[src/rtl/dphy_rx_pkg.sv]
`default_nettype none
// ============================================================================
//  Module      : dphy_rx_pkg
//  Description : Shared types and constants for the D-PHY HS receive path:
//                sequencer state encoding, default leader byte, counter width.
//  Revision    : 1.0 - initial release
// ============================================================================
package dphy_rx_pkg;

    // Width of the settle and leader-timeout down-counters
    localparam int CNT_W = 8;

    // HS leader sequence byte as seen on the deserializer output
    localparam logic [7:0] DEFAULT_SYNC_BYTE = 8'hB8;

    typedef enum logic [2:0] {
        ST_IDLE      = 3'd0,
        ST_SETTLE    = 3'd1,
        ST_SYNC      = 3'd2,
        ST_DATA      = 3'd3,
        ST_WAIT_STOP = 3'd4
    } hs_state_t;

    // True when exactly one bit of v is set
    function automatic logic is_one_hot8(input logic [7:0] v);
        return (v != 8'h00) && ((v & (v - 8'h01)) == 8'h00);
    endfunction

endpackage
`default_nettype wire

[src/rtl/hs_sync_detect.sv]
`default_nettype none
// ============================================================================
//  Module      : hs_sync_detect
//  Description : Combinational leader comparator. Flags an exact match of the
//                received byte against the leader byte, and separately a
//                byte that differs from it in exactly one bit position.
//  Revision    : 1.0 - initial release
// ============================================================================
module hs_sync_detect
    import dphy_rx_pkg::*;
#(
    parameter logic [7:0] SYNC_BYTE = DEFAULT_SYNC_BYTE
) (
    input  logic [7:0] byte_in,
    output logic       exact_match,
    output logic       single_err
);

    logic [7:0] diff;

    assign diff        = byte_in ^ SYNC_BYTE;
    assign exact_match = (diff == 8'h00);
    assign single_err  = is_one_hot8(diff);

endmodule
`default_nettype wire

[src/rtl/hs_rx_sequencer.sv]
`default_nettype none
// ============================================================================
//  Module      : hs_rx_sequencer
//  Description : HS receive sequencer. On HS entry it enables the
//                deserializer, waits out the settle window, hunts for the
//                leader byte within a timeout, then streams payload bytes
//                until LP-11 returns. All outputs are registered.
//                Build option HS_SOT_ERR_TOLERANCE_EN: accept a leader byte
//                with a single-bit error and flag it on ErrSotHS.
//  Revision    : 1.0 - initial release
// ============================================================================
module hs_rx_sequencer
    import dphy_rx_pkg::*;
#(
    parameter int         SETTLE_CYCLES = 6,
    parameter int         SYNC_TIMEOUT  = 16,
    parameter logic [7:0] SYNC_BYTE     = DEFAULT_SYNC_BYTE
) (
    input  logic       RxByteClkHS,
    input  logic       RxRst_n,
    input  logic       hs_request,
    input  logic       lp_stop,
    input  logic [7:0] byte_in,
    output logic       deserializer_en,
    output logic       RxActiveHS,
    output logic       RxSyncHS,
    output logic       RxValidHS,
    output logic [7:0] RxDataHS,
    output logic       ErrSotHS,
    output logic       ErrSotSyncHS
);

    localparam logic [CNT_W-1:0] SETTLE_LOAD  = CNT_W'(SETTLE_CYCLES - 1);
    localparam logic [CNT_W-1:0] TIMEOUT_LOAD = CNT_W'(SYNC_TIMEOUT - 1);

    hs_state_t        state, state_n;
    logic [CNT_W-1:0] settle_cnt, settle_cnt_n;
    logic [CNT_W-1:0] tout_cnt, tout_cnt_n;
    logic             des_en_n, active_n, sync_n, valid_n, err_sot_n, err_sync_n;
    logic [7:0]       data_n;
    logic             exact_match, single_err, tol_match;

    hs_sync_detect #(
        .SYNC_BYTE   (SYNC_BYTE)
    ) u_sync_detect (
        .byte_in     (byte_in),
        .exact_match (exact_match),
        .single_err  (single_err)
    );

    // Next state, counter and registered-output values; lp_stop wins over
    // leader match and timeout in every active state.
    always_comb begin
        state_n      = state;
        settle_cnt_n = settle_cnt;
        tout_cnt_n   = tout_cnt;
        des_en_n     = 1'b0;
        active_n     = 1'b0;
        sync_n       = 1'b0;
        valid_n      = 1'b0;
        err_sot_n    = 1'b0;
        err_sync_n   = 1'b0;
        data_n       = RxDataHS;
        case (state)
            ST_IDLE: begin
                if (hs_request && !lp_stop) begin
                    state_n      = ST_SETTLE;
                    settle_cnt_n = SETTLE_LOAD;
                    des_en_n     = 1'b1;
                    active_n     = 1'b1;
                end
            end
            ST_SETTLE: begin
                if (lp_stop) begin
                    state_n = ST_IDLE;
                end else begin
                    des_en_n = 1'b1;
                    active_n = 1'b1;
                    if (settle_cnt == '0) begin
                        state_n    = ST_SYNC;
                        tout_cnt_n = TIMEOUT_LOAD;
                    end else begin
                        settle_cnt_n = settle_cnt - 1'b1;
                    end
                end
            end
            ST_SYNC: begin
                if (lp_stop) begin
                    state_n = ST_IDLE;
                end else if (exact_match || tol_match) begin
                    state_n   = ST_DATA;
                    des_en_n  = 1'b1;
                    active_n  = 1'b1;
                    sync_n    = 1'b1;
                    err_sot_n = !exact_match;
                end else if (tout_cnt == '0) begin
                    state_n    = ST_WAIT_STOP;
                    err_sync_n = 1'b1;
                end else begin
                    tout_cnt_n = tout_cnt - 1'b1;
                    des_en_n   = 1'b1;
                    active_n   = 1'b1;
                end
            end
            ST_DATA: begin
                if (lp_stop) begin
                    state_n = ST_IDLE;
                end else begin
                    des_en_n = 1'b1;
                    active_n = 1'b1;
                    valid_n  = 1'b1;
                    data_n   = byte_in;
                end
            end
            ST_WAIT_STOP: begin
                if (lp_stop) begin
                    state_n = ST_IDLE;
                end
            end
            default: begin
                state_n = ST_IDLE;
            end
        endcase
    end

    // State, counters and outputs; reset discards any burst silently.
    always_ff @(posedge RxByteClkHS or negedge RxRst_n) begin
        if (!RxRst_n) begin
            state           <= ST_IDLE;
            settle_cnt      <= '0;
            tout_cnt        <= '0;
            deserializer_en <= 1'b0;
            RxActiveHS      <= 1'b0;
            RxSyncHS        <= 1'b0;
            RxValidHS       <= 1'b0;
            RxDataHS        <= 8'h00;
            ErrSotSyncHS    <= 1'b0;
        end else begin
            state           <= state_n;
            settle_cnt      <= settle_cnt_n;
            tout_cnt        <= tout_cnt_n;
            deserializer_en <= des_en_n;
            RxActiveHS      <= active_n;
            RxSyncHS        <= sync_n;
            RxValidHS       <= valid_n;
            RxDataHS        <= data_n;
            ErrSotSyncHS    <= err_sync_n;
        end
    end

`ifdef HS_SOT_ERR_TOLERANCE_EN
    assign tol_match = single_err;

    logic err_sot_q;

    // Single-bit-error leader flag, pulsed alongside RxSyncHS.
    always_ff @(posedge RxByteClkHS or negedge RxRst_n) begin
        if (!RxRst_n) begin
            err_sot_q <= 1'b0;
        end else begin
            err_sot_q <= err_sot_n;
        end
    end

    assign ErrSotHS = err_sot_q;
`else
    assign tol_match = 1'b0;
    assign ErrSotHS  = 1'b0;

    logic unused_tolerance;
    assign unused_tolerance = single_err ^ err_sot_n;
`endif

endmodule
`default_nettype wire

[config.mk]
export PLATFORM = sky130hd
export DESIGN_NAME = hs_rx_sequencer
export DESIGN_NICKNAME = d
export VERILOG_FILES = /design/src/rtl/dphy_rx_pkg.sv /design/src/rtl/hs_sync_detect.sv /design/src/rtl/hs_rx_sequencer.sv
export SDC_FILE = /design/constraint.sdc
export NUM_CORES = 1
export LEC_CHECK = 0
export CAP_MARGIN = 15
export CORE_AREA = 2 2 70 52
export DETAILED_ROUTE_END_ITERATION = 7
export DIE_AREA = 0 0 72 54
export GPL_TIMING_DRIVEN = 0
export PLACE_DENSITY = 0.74
export SYNTH_ARGS = -nofsm -noshare
export SYNTH_HDL_FRONTEND = slang
export SYNTH_SLANG_ARGS = --single-unit
[constraint.sdc]
create_clock -name RxByteClkHS -period 2.8 [get_ports RxByteClkHS]
set_input_delay 0.7 -clock RxByteClkHS [delete_from_list [all_inputs] [get_ports RxByteClkHS]]
set_output_delay 0.7 -clock RxByteClkHS [all_outputs]
set_load 0.03 [all_outputs]
* Yosys cells after proc, flatten, opt, wreduce, memory -nomap -nowiden
Cells that the tools add are included.
** Operators by class
- $add $sub $neg :: 2
- Eq/ne operators :: 14
- Mux-type cells :: 32
- Bitwise operators :: 2
- Reductions and logical operators :: 14
** Operators with widths (number)
- 8-bit 2-to-1 mux :: 8
- 8-bit case mux with 2 select lines :: 2
- 8-bit zero test :: 3
- 3-bit 2-to-1 mux :: 7
- 8-bit by 1-bit subtractor with 8-bit output, second input constant :: 2
- 2-bit inequality test, second input constant :: 7
- 1-bit 2-to-1 mux :: 13
- 3-bit case mux with 4 select lines :: 1
- 4-bit AND reduction :: 2
- 3-bit by 2-bit == test with 1-bit output, second input constant :: 2
- 6-bit AND reduction :: 1
- 4-bit inequality test, second input constant :: 1
- 4-bit NOT :: 1
- 2-bit nonzero test :: 2
- 2-bit OR reduction :: 2
- 3-bit by 1-bit == test with 1-bit output, second input constant :: 1
- 3-bit == test, second input constant :: 1
- 3-bit zero test :: 1
- 3-bit inequality test, second input constant :: 1
- 1-bit case mux with 3 select lines :: 1
- 2-bit by 1-bit inequality test with 1-bit output, second input constant :: 1
- 2-bit AND reduction :: 1
- 1-bit logical AND :: 1
- 1-bit zero test :: 1
- 1-bit NOT :: 1
** Word-level totals
- Register bits after elaboration :: 31
- Output and inout bits :: 14

* Logic depth before layout (Yosys ltp)
- Word-level depth :: 5
- Gate-level depth with buffers :: 7
- Mapped depth without buffers :: 7

* By module
Synthesis repeated with hierarchy kept, for this count alone.
** Second synthesis, totals
- Cells, all modules :: 174
- Area, all modules :: 1796.7 µm²
** By module, submodules not included
- hs_rx_sequencer :: instances 1, cells an instance 159, area each 1671.6 µm², seq. area each 775.7 µm²
- hs_sync_detect :: instances 1, cells an instance 15, area each 125.1 µm², seq. area each 0.0 µm²

* Worst setup path after synthesis
OpenSTA, ideal clock, no wires.
- Path kind :: input -> register
- Start point :: input byte_in[1]
- End point :: register state[1]
- Library setup time :: 79 ps
- Arrival time :: 2046 ps
- Data required time :: 2721 ps
- Setup slack :: 675 ps
- Cell stages on the path :: 5
- Path buffers :: 0
- Cells stage by stage :: or4b_1 -> nor2_1 -> nand2_1 -> a221o_1 -> mux2i_1
** On the way
- Longest elaborated chain between the ends :: 4
- Elaborated cells between the ends (all ways) :: 6
- Those cells by class :: 1 x eq/ne; 3 x mux; 2 x reduce/logical
** Ends and longest elaborated chain
- start, declared :: line hs_rx_sequencer.sv:23 : input logic [7:0] byte_in,
- 8-bit zero test * :: line hs_sync_detect.sv:22 : assign exact_match = (diff == 8'h00);
- 3-bit 2-to-1 mux :: line hs_rx_sequencer.sv:90 : end else if (exact_match || tol_match) begin
- 3-bit 2-to-1 mux :: line hs_rx_sequencer.sv:88 : if (lp_stop) begin
- 3-bit case mux with 4 select lines :: line hs_rx_sequencer.sv:64 : case (state)
- end signal, assigned :: line hs_rx_sequencer.sv:139 : state <= state_n;
- end, declared :: line hs_rx_sequencer.sv:36 : hs_state_t state, state_n;
Mark *: on every way between the ends. The rest lies on a longest branch, timed or not.
A chain may end at the register's enable or synchronous reset.

* Final worst setup path
- Start point :: input byte_in[0]
- End point :: register state[1]
The elaborated chain is that of the path after synthesis.

==> out/results.tsv <==
metric	value	unit
status	complete, no violations	
Post-Syn Nets	174	
WL/cell	14.52	um
worst slew pin tran	0.9138	ns
Initial Util	0.4985	
Root Buffer	clkbuf_8	
compound-gate portion of the synthesized area	0.1554	
gpl congestion	0.8317	
final period utilization	0.8769	
CP max-delay cell	or4b_1	
Vias	1332	
Final WS setup	0.3446	ns
Initial DRC Count	87	
WP data required	3.01	ns
GRT Overall Usage	0.1964	
Critical Path Sink Type	flop	
pin count of the biggest net entering global routing	21	
post-cts sizing count	0	
Worst R2R Setup Slack	0.58	ns
Antenna Nets Post-Route	0	
later-pin clock latency in the skew report	0.28	ns
crit path buf inv count	1	
TritonCTS clock tree	done	
post-synthesis mux area share	0.06065	
fin cells	231	
Die Area	3888	sq um
Vias/cell	5.766	
Most used DFF post-synth	dfrtp_1	
Netlist Area Pre-Place	1650	sq um
Layout area overhead	22.82	%
Initial DRT Pass Iterations	5	
first-pass GRT wire length	5.609	mm
H-tree Lvls	2	
Cells after Synth	159	
DP HPWL	2.575	mm
max_cap viols	0	
CP top delay family	simple AND/OR/NAND/NOR gates	
Post-CTS Setup Inserts	0	
clk buf depth	2	
hold_buf cts	0	
clk sinks	31	
antenna cell count	0	
FF+latch count, synth	31	
Synth area leader	dfrtp_1	
Post-Synth Adder-Cell Area	0.02274	
Post-synth EDFFs	0	
simple-gate share of the synthesized area	0.2161	
Setup TNS	0	ns
CP startpoint kind	primary input	
die span in x	72	um
Reg clk slew, reported paths	0.06	ns
final wirelength	3.354	mm
Final Setup Violations	0	
RSZ-0062 raised after global routing	no	
Num CTS Buffers	5	
Peak VDD IR	0.6452	mV
fin crit period	2.455	ns
Final Hold Slack	0.4976	ns
worst-path cell chain	clkdlybuf4s50_1 -> or4b_1 -> nor2_1 -> nand2_1 -> a221o_1 -> mux2i_1	
total global routing overflow	0	
crit-path max cell delay	0.54	ns
post-synth top area share	0.4701	
Synth area leaders	dfrtp_1 47%, mux2_2 5.5%, nor2_1 4.8%	
Slew headroom	0.3889	
Critical Path AT	2.66	ns
DP Cell Count	223	
Final #Nets	205	
Core Rows	18	
# DRC	0	
fraction of registers with async set/reset	1.000	
fmax	407.3	MHz
leak pwr	0.8569	nW
min-delay worst type	flop to flop	
synthesis warning total	0	
Synth Area in XOR/XNOR	0.02654	
core area	3311	sq um
largest family of logic cells by synthesized area	simple AND/OR/NAND/NOR gates	
chip height	54	um
IO buf count	23	
Final Hold Fails	0	
CP max FO	5	
Tot Pwr	2.027	mW
Final Skew	0.003486	ns
pre-CTS setup slack	0.06141	ns
vias in the first global route	1221	
PD cells	999.8	nW/um^2
share of cells above drive strength 1	0.1571	
Ports	26	
Seq/Total Area, Yosys	0.4701	
count of pins over their slew limit	0	
syn avg cell area	10.38	sq um
worst setup path class	primary input to flop	
initial antenna violation count	0	
number of distinct library cells after synthesis	46	
number of fillers in the final layout	249	
==> worst paths after layout <==
kind,from,end,cells past startpoint
min in group asynchronous,RxRst_n,RxDataHS[4],1
max reg2reg,settle_cnt[0],tout_cnt[6],7
min,tout_cnt[0],tout_cnt[0],1
max in group asynchronous,RxRst_n,ErrSotSyncHS,2
min reg2reg,tout_cnt[0],tout_cnt[0],1
max,byte_in[0],state[1],6
==> routing by layer <==
| metal | vias to the layer above | share of wire | global-route usage |
|---|---|---|---|
| met2 | 50 | 0.47 | 0.3164 |
| li1 | 640 | - | - |
| met1 | 634 | 0.44 | 0.2435 |
| met3 | 8 | 0.074 | 0.06180 |
| met5 | - | 0 | 0 |
| met4 | 0 | 0.021 | 0.09748 |
==> layout make-up <==
class	count	area, sq um	area share
plain buffers	7	50.05	0.02469
clock buffers	7	76.32	0.03765
clock inverters	1	5.005	0.002469
inverters	7	26.28	0.01296
multi-input cells	114	798.3	0.3938
flip-flops and latches	31	775.7	0.3827
well taps	40	50.05	0.02469
repair buffers	24	245.2	0.1210
==> kinds of logic after synthesis <==
logic type | Yosys count
other | 1
adders and majority gates | 3
buffers and inverters | 14
AOI/OAI and AO/OA | 33
xor gates and xnor gates | 5
muxes | 9
DFF | 31
and+or+nand+nor | 63
==> power by group <==
part,switching [mW],internal (mW),leakage (nW)
logic,0.536,0.415,0.422
clock network,0.154,0.174,0.0422
registers,0.134,0.614,0.392
total,0.823,1.20,0.857
==> stage by stage <==
stage,utilization,cell area (sq um)
final,0.6122,2027
after CTS,0.6122,2027
after global routing,0.6122,2027
after floorplan,-,1650
after global placement,0.5831,1931
after detailed placement,0.5877,1946
==> cells in the final DEF, fill, tap and decap left out, drive strengths merged, types with 4 or more instances in the layout <==
cell type / instances
dfrtp: 31
clkdlybuf4s50: 23
nor2: 21
clkbuf: 9
nand2: 8
mux2: 8
nor3: 8
inv: 7
a21oi: 7
buf: 6
a31oi: 5
nand3: 5
xor2: 5
o31ai: 4
==> synth_stat cells (2+ instances only) <==
cell type	number
dfrtp_1	31
nor2_1	21
mux2_2	8
nand2_1	8
inv_1	7
nor3_1	7
a21oi_1	6
a31oi_1	5
nand3_1	5
xor2_1	5
o31ai_1	4
a211oi_1	3
ha_1	3
nand2b_1	3
nand4_1	3
o21ai_0	3
a41o_1	2
and3_1	2
buf_4	2
buf_6	2
clkbuf_1	2
nor3b_1	2
or3b_4	2
==> state kept, by name (all words and copies together) (netlist names) <==
| name | flops |
|---|---|
| RxSyncHS | 1 |
| settle_cnt | 8 |
| ErrSotSyncHS | 1 |
| RxDataHS | 8 |
| RxActiveHS | 1 |
| tout_cnt | 8 |
| state | 3 |
| RxValidHS | 1 |
(Power assumes the default switching activity.)
==> edit 1, RTL diff (same settings) <==
Add a define of `HS_SOT_ERR_TOLERANCE_EN`.
--- a/src/rtl/hs_rx_sequencer.sv
+++ b/src/rtl/hs_rx_sequencer.sv
@@ -9,6 +9,8 @@
 //                with a single-bit error and flag it on ErrSotHS.
 //  Revision    : 1.0 - initial release
 // ============================================================================
+`define HS_SOT_ERR_TOLERANCE_EN
+
 module hs_rx_sequencer
     import dphy_rx_pkg::*;
 #(
Function: changed (Yosys sat finds a counterexample within 10 cycles, from zero or initial values and one cycle with RxRst_n low).
==> edit 1 against the original RTL <==
Utilization increased by 1.6 points. Design area increased by 2.7%. Synthesized area increased by 1.5%. Sequential cell count increased by 1. Cell count decreased by 0.87%. Count of clock-buffer cells in the layout increased by 1. Register-to-register slack improved by 0.18 ns. Wire length increased by 2.3%. Setup slack improved by 0.0051 ns. Highest routed layer unchanged.
Power is not compared: it rests on default switching activity, and its combinational part moved more than twofold at a synthesized area within 25%.
==> edit 1: results (changes against the original RTL) <==
[sta]
finClkSkew_ns = 0.002062  ; -0.001424 ns
worstMarginPinSlew_ns = 0.9265  ; +0.01270 ns

[setup_path]
cpMaxStageDelayCell = clkdlybuf4s50_1
path_max_fanout = 5  ; unchanged
path_delay_family = compound AO/OA/AOI/OAI gates
cpPeakStageDelay_ns = 0.55
endpoint = tout_cnt[0]
reg2reg_setup_slack_ns = 0.76  ; +0.18 ns
regToRegStartpoint = settle_cnt[0]
startpoint = byte_in[4]
crit_arrival_ns = 2.62  ; -0.04 ns

[placed_design]
port_buffers = 25  ; +8.7%
dp_cells = 221  ; -0.90%
gp_congestion = 0.8596  ; +3.4%
place_hpwl_microns = 2571  ; -0.14%

[power_and_ir_drop]
leakagePower_nw = 0.9129
seq_power_share_pct = 46.5

[final_layout]
reg_top3 = RxDataHS (8), settle_cnt (8), tout_cnt (8)
layout.nets = 203  ; -0.98%
diodes = 0  ; unchanged
drive_gt1_share_pct = 19.58  ; +3.9 points
fillers = 272  ; +9.2%

[yosys]
ys.warnings.count = 0  ; unchanged
synth_nets = 170  ; -2.3%
ys_top_cells_by_area = dfrtp_1, mux2_2, mux2i_1
ys_seq_area_share_pct = 47.80  ; +0.79 points
synth_commonest_cells = dfrtp_1, nand2_1, nor2_1
ys_types = 50  ; +8.7%
syn_inst = 155  ; -2.5%

[clock_network]
cts_resized = 0  ; unchanged
ctsLongestPathBuffers = 2  ; unchanged
clkTransAtPathRegs_ns = 0.06  ; about the same
numCtsBuffers = 5  ; unchanged
h-tree-depth = 2  ; unchanged
cts_tree = built
post_cts_buffers = 0  ; unchanged

[grt]
first_global_vias = 1248  ; +2.2%
grtUsageTotal_pct = 20.20  ; +0.55 points
grt_pass1_wl_microns = 5796  ; +3.3%

[detailed_routing]
drt-total-wl_microns = 3430  ; +2.3%
wire_per_inst_microns = 14.98  ; +3.2%
dr.pass1.iters = 4  ; -1
dr_total_vias = 1257  ; -5.6%
first_iter_violations = 102  ; +17%

[status]
status = completed

[min_path]
hold-path-endpoint = tout_cnt[5]
hp-start = tout_cnt[5]

-- edit 1: cell types whose count changed after synthesis, sizes merged, moves of 4 or more --
cell / change
or3: +5
nand2: +6
nor3: -4
a31oi: -5
mux2i: +5
nor2: -5
-- edit 1: through the flow --
| step | total power [W] | area (sq um) | setup WS (ns) | hold WS [ns] |
|---|---|---|---|---|
| 6_report | 0.001266 | 2081 | 0.3497 | 0.4804 |
| 5_1_grt | 0.001339 | 2081 | 0.1653 | 0.5073 |
| 4_1_cts | 0.001277 | 2081 | 0.3721 | 0.4869 |
| 3_5_place_dp | 0.0009088 | 1991 | 0.07089 | 0.4789 |
| 3_3_place_gp | 0.0008833 | 1976 | 0.1042 | 0.4661 |
| 2_1_floorplan | 0.0007905 | 1675 | 0.7092 | 0.4044 |
-- edit 1: area by class of cell --
type | count | area, sq um | area share (%)
multi-input cells | 112 | 825.8 | 39.69
flip-flops and latches | 32 | 800.8 | 38.48
repair buffers | 26 | 265.3 | 12.75
clock buffers | 8 | 90.09 | 4.330
well taps | 40 | 50.05 | 2.405
inverters | 7 | 26.28 | 1.263
plain buffers | 4 | 22.52 | 1.082
-- edit 1: cell families after synthesis --
family	Yosys count	share of synthesized area (%)
xor gates and xnor gates	2	1.046
AOI/OAI and AO/OA	26	12.62
muxes	15	9.858
DFF	32	47.80
adders and majority gates	4	2.913
and+or+nand+nor	65	22.85
buffers and inverters	11	2.913
-- edit 1: routing by layer --
| layer | part of all wire (%) | wire, microns | vias to the layer above | track usage (%) |
|---|---|---|---|---|
| met3 | 2.3 | 79 | 7 | 5.805 |
| met5 | 0 | 0 | - | 0 |
| met1 | 52 | 1775 | 615 | 26.93 |
| li1 | - | - | 622 | - |
| met4 | 1.6 | 56 | 0 | 9.119 |
| met2 | 44 | 1518 | 13 | 30.86 |
==> edit 2, RTL diff (same settings) <==
Made on the original files. The 5 states of `hs_state_t` get a one-hot encoding in 5 bits.
--- a/src/rtl/dphy_rx_pkg.sv
+++ b/src/rtl/dphy_rx_pkg.sv
@@ -13,12 +13,12 @@
     // HS leader sequence byte as seen on the deserializer output
     localparam logic [7:0] DEFAULT_SYNC_BYTE = 8'hB8;
 
-    typedef enum logic [2:0] {
-        ST_IDLE      = 3'd0,
-        ST_SETTLE    = 3'd1,
-        ST_SYNC      = 3'd2,
-        ST_DATA      = 3'd3,
-        ST_WAIT_STOP = 3'd4
+    typedef enum logic [4:0] {
+        ST_IDLE      = 5'b00001,
+        ST_SETTLE    = 5'b00010,
+        ST_SYNC      = 5'b00100,
+        ST_DATA      = 5'b01000,
+        ST_WAIT_STOP = 5'b10000
     } hs_state_t;
 
     // True when exactly one bit of v is set
Check against the original RTL: same outputs for any inputs over 10 cycles, from zero or initial values and one cycle with RxRst_n low; not proved beyond that.
==> edit 2 against the original RTL <==
Via count grew 1.5%. Maximum frequency shrank 1.2%. Sequential cell count grew 2. Cell count grew 3.9%. Synthesized area grew 5.6%. Design area grew 4.3%. Critical path depth grew 1. Wire length grew 7.0%. Setup slack lost 0.030 ns. Die area is the same. Largest cell class unchanged. Highest routed layer unchanged.
Power is not compared: it rests on default switching activity, and its combinational part moved more than twofold at a synthesized area within 25%.
==> edit 2: results (changes against the original RTL) <==
[placed_design]
port_buffers = 24  ; +4.3%
placed_cell_area_sq_mm = 0.002028  ; +4.2%
post-place-ws_ns = 0.003712  ; -0.05769 ns

[yosys]
avgSynthCellArea_sq_um = 10.37  ; about the same
synth_commonest_cells = dfrtp_1, nand2_1, o21ai_0
synth_nets = 184  ; +5.7%
ys_top_cells_by_area = dfrtp_1, mux2_2, mux2i_1
yosysTopAreaCellShare_pct = 45.94  ; -1.1 points
ys_types = 44  ; -4.3%

[final_layout]
clock_buffers = 5  ; -2
multi_input_area_share_pct = 40.18  ; +0.79 points
flops_and_latches = 33  ; +6.5%
layout.nets = 215  ; +4.9%
multi_input_area_sq_um = 849.6  ; +6.4%
multi_input_comb_cells = 122  ; +7.0%
buffer_area_share_pct = 13.20  ; -1.4 points
regArea_sq_um = 827.0  ; +6.6%
inv_count = 6  ; -1
area_share_clock_buf_inv_pct = 4.083  ; +0.070 points

[grt]
grtUsageTotal_pct = 21.07  ; +1.4 points
grt_pass1_wl_microns = 5968  ; +6.4%
first_global_vias = 1281  ; +4.9%
grt_max_degree = 34  ; +62%

[detailed_routing]
drt-total-wl_microns = 3590  ; +7.0%

[sta]
finClkSkew_ns = 0.006038  ; +0.002552 ns
relSlewSlack_pct = 53.38  ; +14 points
min_period_over_period_pct = 88.77  ; +1.1 points

[setup_path]
path_max_fanout = 10  ; +5
crit_arrival_ns = 2.71  ; +0.05 ns

[status]
status = completed

[min_path]
hp-class = primary input to asynchronous set/reset pin

edit 2: cell types whose count changed after synthesis, sizes merged, moves of 3 or more:
cell	unedited run	this run
xor2	5	2
o21ai	3	13
a211oi	3	0
nand2b	3	7
mux2i	1	6
o211ai	1	4
nand2	8	12
o31ai	4	0
nor2	21	10
or2	1	4
edit 2: routing by layer:
metal	global-route usage [%]	vias to the layer above	part of all wire, %
li1	-	664	-
met1	26.96	662	49
met2	33.02	21	46
met3	8.427	5	3.5
met4	6.918	0	1.0
met5	0	-	0
edit 2: kinds of logic after synthesis:
kind of cell	share of synthesized area, %
DFF	47.45
adders and majority gates	2.872
xor gates and xnor gates	1.005
AOI/OAI and AO/OA	12.35
other	0.2152
and+or+nand+nor	23.04
muxes	9.261
buffers and inverters	3.805
edit 2: worst min-delay path by stage:
stage,startpoint,endpoint,slack (ns),cells past startpoint
6_report,RxRst_n,RxValidHS,0.44,1
5_1_grt,RxRst_n,RxDataHS[7],0.51,1
4_1_cts,RxRst_n,tout_cnt[5],0.47,1
3_5_place_dp,tout_cnt[3],tout_cnt[3],0.49,1
3_3_place_gp,tout_cnt[3],tout_cnt[3],0.48,1
2_1_floorplan,RxRst_n,ErrSotSyncHS,0.40,0
edit 2: power by group through the flow:
stage	clock (W)	combinational [W]	sequential [W]
2_1_floorplan	0	0.000217	0.000576
3_3_place_gp	0	0.000297	0.000579
3_5_place_dp	0	0.000304	0.000581
4_1_cts	0.000369	0.000306	0.000574
5_1_grt	0.000388	0.000344	0.000581
6_report	0.000358	0.000305	0.000575
edit 2: critical path, stage by stage:
cell	delay, ns
clkdlybuf4s50_1	0.43
or4b_1	0.55
o211ai_2	0.30
nor2_1	0.13
buf_6	0.16
o21ai_0	0.22
mux2i_1	0.21
